File: src/rtl/ecc32_pkg.sv
// ecc32_pkg: shared widths, check-bit masks, encoder function and injection state type
package ecc32_pkg;
   localparam int DATA_W = 32;
   localparam int CHK_W = 8;
   localparam logic [DATA_W-1:0] MASK [0:CHK_W-1] = '{
      32'h00FF1111, 32'hFF002222, 32'h0F0F4444, 32'hF0F08888,
      32'h111100FF, 32'h2222FF00, 32'h44440F0F, 32'h8888F0F0
   };
   typedef enum logic {INJ_IDLE, INJ_ARMED} inj_state_t;
   function automatic logic [CHK_W-1:0] ecc32_chk(input logic [DATA_W-1:0] data);
      logic [CHK_W-1:0] c;
      c = '0;
      for (int i = 0; i < CHK_W; i++) c[i] = ^(data & MASK[i]);
      return c;
   endfunction
endpackage

File: src/rtl/ecc32_fifo2.sv
// ecc32_fifo2: 2-entry register FIFO, head always presented on dout
module ecc32_fifo2 #(
   parameter int W = 40
) (
   input  logic         clk,
   input  logic         rst_n,
   input  logic         push,
   input  logic         pop,
   input  logic [W-1:0] din,
   output logic [W-1:0] dout,
   output logic         full,
   output logic         empty
);
   logic [W-1:0] e0, e1;
   logic [1:0]   cnt;
   logic         wa;
   assign full  = cnt == 2'd2;
   assign empty = cnt == 2'd0;
   assign dout  = e0;
   // a push lands in the slot left after any simultaneous pop has shifted the queue
   assign wa    = (cnt - {1'b0, pop}) == 2'd1;
   // shift on pop, then write the new entry; the write wins over the shift on e0
   always_ff @(posedge clk or negedge rst_n)
      if (!rst_n) begin
         e0  <= '0;
         e1  <= '0;
         cnt <= '0;
      end else begin
         if (pop) e0 <= e1;
         if (push && !wa) e0 <= din;
         if (push && wa) e1 <= din;
         cnt <= cnt + {1'b0, push} - {1'b0, pop};
      end
endmodule

File: src/rtl/ecc32_encode_stage.sv
// ecc32_encode_stage: check-bit encoder with 2-entry output buffer, error injection and word counter
module ecc32_encode_stage
   import ecc32_pkg::*;
#(
   parameter int CNT_W = 16
) (
   input  logic              clk,
   input  logic              rst_n,
   input  logic              in_valid,
   input  logic [31:0]       in_data,
   output logic              in_ready,
   output logic              out_valid,
   output logic [31:0]       out_data,
   output logic [7:0]        out_chk,
   output logic              out_en,
   input  logic              out_ready,
   input  logic              inj_req,
   input  logic [39:0]       inj_mask,
   output logic              inj_busy,
   input  logic              cnt_clr,
   output logic [CNT_W-1:0]  word_cnt
);
   inj_state_t  state;
   logic [39:0] mask;
   logic [39:0] enc;
   logic [39:0] din;
   logic        full, empty, push, pop;
   assign push      = in_valid && in_ready;
   assign pop       = out_valid && out_ready;
   assign enc       = {ecc32_chk(in_data), in_data};
   assign din       = (state == INJ_ARMED) ? enc ^ mask : enc;
   assign in_ready  = !full;
   assign out_valid = !empty;
   assign out_en    = out_valid;
   assign inj_busy  = state == INJ_ARMED;
   ecc32_fifo2 #(.W(40)) u_fifo (
      .clk   (clk),
      .rst_n (rst_n),
      .push  (push),
      .pop   (pop),
      .din   (din),
      .dout  ({out_chk, out_data}),
      .full  (full),
      .empty (empty)
   );
   // arm on a request while idle; the armed mask is consumed by the next push
   always_ff @(posedge clk or negedge rst_n)
      if (!rst_n) begin
         state <= INJ_IDLE;
         mask  <= '0;
      end else if (state == INJ_IDLE && inj_req) begin
         state <= INJ_ARMED;
         mask  <= inj_mask;
      end else if (state == INJ_ARMED && push) begin
         state <= INJ_IDLE;
      end
   // saturating count of output handshakes, clear takes priority
   always_ff @(posedge clk or negedge rst_n)
      if (!rst_n) word_cnt <= '0;
      else if (cnt_clr) word_cnt <= '0;
      else if (pop && !(&word_cnt)) word_cnt <= word_cnt + 1'b1;
endmodule

File: config.mk
export PLATFORM = sky130hd
export DESIGN_NAME = ecc32_encode_stage
export DESIGN_NICKNAME = d
export VERILOG_FILES = /design/src/rtl/ecc32_pkg.sv /design/src/rtl/ecc32_fifo2.sv /design/src/rtl/ecc32_encode_stage.sv
export SDC_FILE = /design/constraint.sdc
export NUM_CORES = 1
export LEC_CHECK = 0
export CAP_MARGIN = 0
export CORE_MARGIN = 3
export CORE_UTILIZATION = 31
export DETAILED_ROUTE_END_ITERATION = 8
export SLEW_MARGIN = 20
export SYNTH_ARGS = -nofsm -noshare
export SYNTH_HDL_FRONTEND = slang
export SYNTH_HIERARCHICAL = 1
export SYNTH_SLANG_ARGS = --single-unit
File: constraint.sdc
create_clock -name clk -period 5.8 [get_ports clk]
set_input_delay 1.16 -clock clk [delete_from_list [all_inputs] [get_ports clk]]
set_output_delay 1.16 -clock clk [all_outputs]
set_load 0.02 [all_outputs]
==> results of run 1 <==
## layout by cell type (no fill, tap or decap), drive strengths merged, types with 7 or more instances in the layout
| master | synthesis | final |
|---|---|---|
| xnor2 | 98 | 98 |
| nor2 | 9 | 9 |
| nand2 | 44 | 44 |
| a21oi | 8 | 8 |
| dfrtp | 139 | 139 |
| clkbuf | 7 | 20 |
| clkdlybuf4s50 | 0 | 136 |
| inv | 7 | 7 |
| mux2 | 166 | 166 |
| xor2 | 8 | 8 |
| nor2b | 10 | 10 |
## cell families after synthesis
group           count (synthesis)  synth area share (%)
xor+xnor                      106                 12.79
simple gates                   97                 6.787
fa+ha+maj                       3                0.5129
mux                           167                 27.73
compound gates                 23                 2.171
flops                         139                 47.52
buf+inv                        35                 2.496
## layer usage
metal	wire, um	track usage (%)
met5	21	0
met4	260	4.337
met3	886	3.398
met2	9010	24.74
met1	7718	18.06
## worst paths after layout
path,from,endpoint,cells past startpoint
max in group asynchronous,rst_n,inj_busy,2
min reg2reg,u_fifo/e1[3],u_fifo/e1[3],1
min,u_fifo/e1[3],u_fifo/e1[3],1
max,out_ready,u_fifo/dout[16],7
min in group asynchronous,rst_n,u_fifo/dout[27],1
max reg2reg,u_fifo/cnt[1],u_fifo/dout[16],7
## state kept, by name, summed over array words and instances (netlist names)
signal / count
inj_busy: 1
mask: 40
u_fifo/cnt: 2
u_fifo/dout: 40
u_fifo/e1: 40
word_cnt: 16
## metrics by stage
step	power, mW	cell area [um2]	setup slack (ns)	cells
5_1_grt	5.513	9524	1.987	1029
2_1_floorplan	3.448	7320	3.198	570
3_5_place_dp	4.224	8986	1.643	997
4_1_cts	5.258	9524	2.088	1029
3_3_place_gp	4.108	8986	1.750	997
6_report	5.179	9524	2.093	1029
## power breakdown
| part | total [mW] | leakage, nW | internal [mW] | switching (mW) |
|---|---|---|---|---|
| Clock | 1.01 | 0.252 | 0.586 | 0.427 |
| Sequential | 1.69 | 1.68 | 1.43 | 0.256 |
| Combinational | 2.48 | 1.96 | 1.42 | 1.06 |
## critical path: stages
cell and delay [ns]:
clkdlybuf4s50_1 0.51, nor2b_4 0.15, buf_4 0.53, ha_1 0.30
xnor2_2 0.17, a21bo_4 0.78, mux2_4 0.36
## area by class of cell
class | instances | area, um2
Fill cell | 2164 | 13390
Multi-Input combinational cell | 396 | 3679
Clock buffer | 20 | 436.7
Clock inverter | 12 | 101.3
Timing Repair Buffer | 142 | 1410
Tap cell | 313 | 391.6
Inverter | 7 | 26.28
Sequential cell | 139 | 3480
==> run metrics, run 1 <==
status=complete, no violations; drt wl/cell=17.39 um; Least-Margin Pin Slew=0.9274 ns; RD Place Congestion=0.7632; final-report setup violation count=0; vias in the first global route=5152; CP required=6.10 ns; initial antenna violation count=2; Distinct cells, synth=40; Critical Path Fanout Max=43; layout cells sized above 1=28.63%; synthesized cell area=7320 um2; sequential fraction of the synthesis area=47.52%; Synth area leader=dfrtp_1; DR iter-0 viols=163; diode count=0; Final Critical Period=3.707 ns; CTS tree=built; maximum VDD drop=279.2 uV; top achievable clock speed=0.2698 GHz; Sink Count=139; all-layer global routing usage=14.42%; htree depth=4; clock skew after layout=0.008990 ns; Fin Hold WS=0.4940 ns; Die Ht=159.7 um; Post-CTS Hold Fix Bufs=0; Setup Buffers After CTS=0; setup TNS=0 ns; top cells by area, synth=dfrtp_1 48%, mux2_2 19%, xnor2_1 12%; Ports=138; number of synthesized flops with an enable pin=0; nets@finish=784; Reg clk slew, reported paths=0.06 ns; relative slew slack=38.18%; Leak Pwr=3.891 nW; YS warnings=6; HP Class=reg -> reg; 1st-pass router iterations=4; via density per instance=4.651; max-slew violations=0; Core ar.=22920 um2; share of the synthesized area in the top cell type=47.52%; CP Data Arrival Time=4.01 ns; Synth Register Bits=139; Setup Crit Path Kind=in -> reg; Net Count, Synth=651; PortBufs=137; Worst-Skew Late Latency=0.41 ns; Post-DRT Antenna Nets=0; first-pass GRT wire length=29.08 mm; crit end category=flop; die area=25490 um2; Top FF cell, synth=dfrtp_1; Fin. Hold Viols=0; clock buffer depth=2; fin util=41.56%; synth cell count leaders=139 x dfrtp_1, 123 x mux2_2, 97 x xnor2_1; pin count of the biggest net entering global routing=82; top-count cell post-synth=dfrtp_1; Die X=159.7 um; Gates resized, CTS repair=0; asr flop ratio synth=100.0%; worst reg2reg setup slack=2.81 ns; RSZ-0062 raised after global routing=no; Initial Util=31.94%; Startpoint Class=input port; Placement Rows=55; total grt overflow=0; Post-Syn Area per Cell=12.84 um2; post-detailed-route DRC marker count=0; Max Cap Viol=0; Final period util=63.91%; Area Growth Syn to Fin=30.12%; DP HPWL=12.74 mm; Pwr per Cell Area=543.8 nW/um2; clock buffers created by TritonCTS=17; Synth Instances=570; WL final=17.90 mm; detailed-route via count=4786; Root Driver=clkbuf_16
No activity file was read; power rests on OpenSTA's default activity.
==> run 2: changes to the inputs <==
==> constraint.sdc (replaced) <==
create_clock -name clk -period 3.12 [get_ports clk]
set_input_delay 0.624 -clock clk [delete_from_list [all_inputs] [get_ports clk]]
set_output_delay 0.624 -clock clk [all_outputs]
set_load 0.02 [all_outputs]
==> run metrics, run 2 (synthesis results as in run 1) <==
status=complete, no violations; Fin. Hold Viols=0; 1st-pass router iterations=4; Die Ht=159.7 um; Startpoint Class=flop; final cell count without fillers=1030; first-pass GRT wire length=28.60 mm; relative slew slack=47.88%; Reg power frac=32.3%; Reg clk slew, reported paths=0.06 ns; Clock Power Share=20.7%; Area Growth Syn to Fin=32.09%; area occupied by multi-input gates=3679 um2; Die X=159.7 um; Max Cap Viol=0; RSZ-0062 raised after global routing=no; DP HPWL=12.94 mm; maximum VDD drop=592.7 uV; layout cells sized above 1=29.01%; clock skew after layout=0.008338 ns; Leak Pwr=3.969 nW; via density per instance=4.626; total grt overflow=0; crit end category=output port; PortBufs=137; WL final=17.39 mm; P_sw=3.155 mW; Gates resized, CTS repair=0; HP Class=in -> async; max-slew violations=0; Ports=138; post-detailed-route DRC marker count=0; Worst Reg-to-Reg Cells=7; setup TNS=0 ns; Pwr per Cell Area=1015 nW/um2; drt wl/cell=16.88 um; Final period util=77.22%; clock buffers created by TritonCTS=17; Post-DRT Antenna Nets=0; Setup Crit Path Kind=reg -> out; Sequential Area=3480 um2; Sink Count=139; CP Data Arrival Time=1.79 ns; RD Place Congestion=0.7882; Core ar.=22920 um2; initial antenna violation count=1; Comb pwr share=47.0%; htree depth=4; Least-Margin Pin Slew=0.7794 ns; internal power=6.656 mW; Setup Buffers After CTS=0; pin count of the biggest net entering global routing=55; fillcell total=2143; vias in the first global route=5260; clock buffer depth=2; DR iter-0 viols=180; Placement Rows=55; top achievable clock speed=0.4151 GHz; Worst-Skew Late Latency=0.41 ns; CTS tree=built; most frequent cells in the layout=138 x dfrtp_1, 136 x clkdlybuf4s50_1, 123 x mux2_2; detailed-route via count=4765; Critical Path Fanout Max=4; R2R Path Start=u_fifo/cnt[1]; Worst R2R End=u_fifo/dout[14]; worst reg2reg setup slack=0.84 ns; CP required=2.50 ns; Final Critical Period=2.409 ns; nets@finish=787; Initial Util=31.94%; final-report setup violation count=0; all-layer global routing usage=14.12%; CP startpoint=u_fifo/cnt[1]; diode count=0; commonest non-fill, non-tap cell in the layout=dfrtp_1; Post-CTS Hold Fix Bufs=0; die area=25490 um2; switching share of power=32.16%; placed cell count=1000; Setup crit end=out_en; Root Driver=clkbuf_16
-- run 2: worst min-delay path by stage --
stage / from / endpoint / slack (ns) / depth (start not counted)
CTS: rst_n / u_fifo/dout[29] / 0.16 / 1
global route: rst_n / u_fifo/e1[24] / 0.18 / 1
finish: rst_n / u_fifo/e1[24] / 0.15 / 1
global placement: u_fifo/e1[4] / u_fifo/e1[4] / 0.47 / 1
detailed placement: u_fifo/e1[3] / u_fifo/e1[3] / 0.49 / 1
floorplan: rst_n / inj_busy / 0.33 / 0
-- run 2: stage by stage --
stage          worst slack (ns)  area (um2)  hold WS, ns  power, mW  utilization, %
2_1_floorplan             1.054        7320       0.3284      6.409               -
3_3_place_gp             0.4266        9071       0.4682      7.737           39.59
3_5_place_dp             0.3923        9071       0.4879      7.910           39.59
4_1_cts                  0.6708        9668       0.1551      9.998           42.19
5_1_grt                  0.6035        9668       0.1837      10.46           42.19
6_report                 0.7107        9668       0.1498      9.811           42.19
-- run 2: critical path, stage by stage, from the launching register on --
cell and delay (ns):
dfrtp_1 0.42, nor2_1 0.30, inv_1 0.10, clkdlybuf4s50_1 0.55
-- run 2: power groups by stage --
stage                     clock network [mW]  registers [mW]  logic [mW]
after global placement                     0            3.18        4.56
after global routing                    2.17            3.29        5.00
final                                   2.03            3.17        4.61
after detailed placement                   0            3.22        4.69
after floorplan                            0            3.35        3.05
after CTS                               2.10            3.19        4.70
-- run 2: area by class of cell --
class	count	share of cell area (%)
Multi-Input combinational cell	396	38.05
Inverter	7	0.2718
Clock inverter	6	0.8800
Timing Repair Buffer	145	15.47
Sequential cell	139	35.99
Clock buffer	24	5.293
Tap cell	313	4.051
-- run 2: routing by layer --
metal / vias up / share of wire, % / GRT usage, %
met4: 2 / 1.2 / 4.099
li1: 2234 / - / -
met5: - / 0.075 / 0
met1: 2388 / 43 / 17.57
met2: 123 / 50 / 24.12
met3: 18 / 5.5 / 3.761
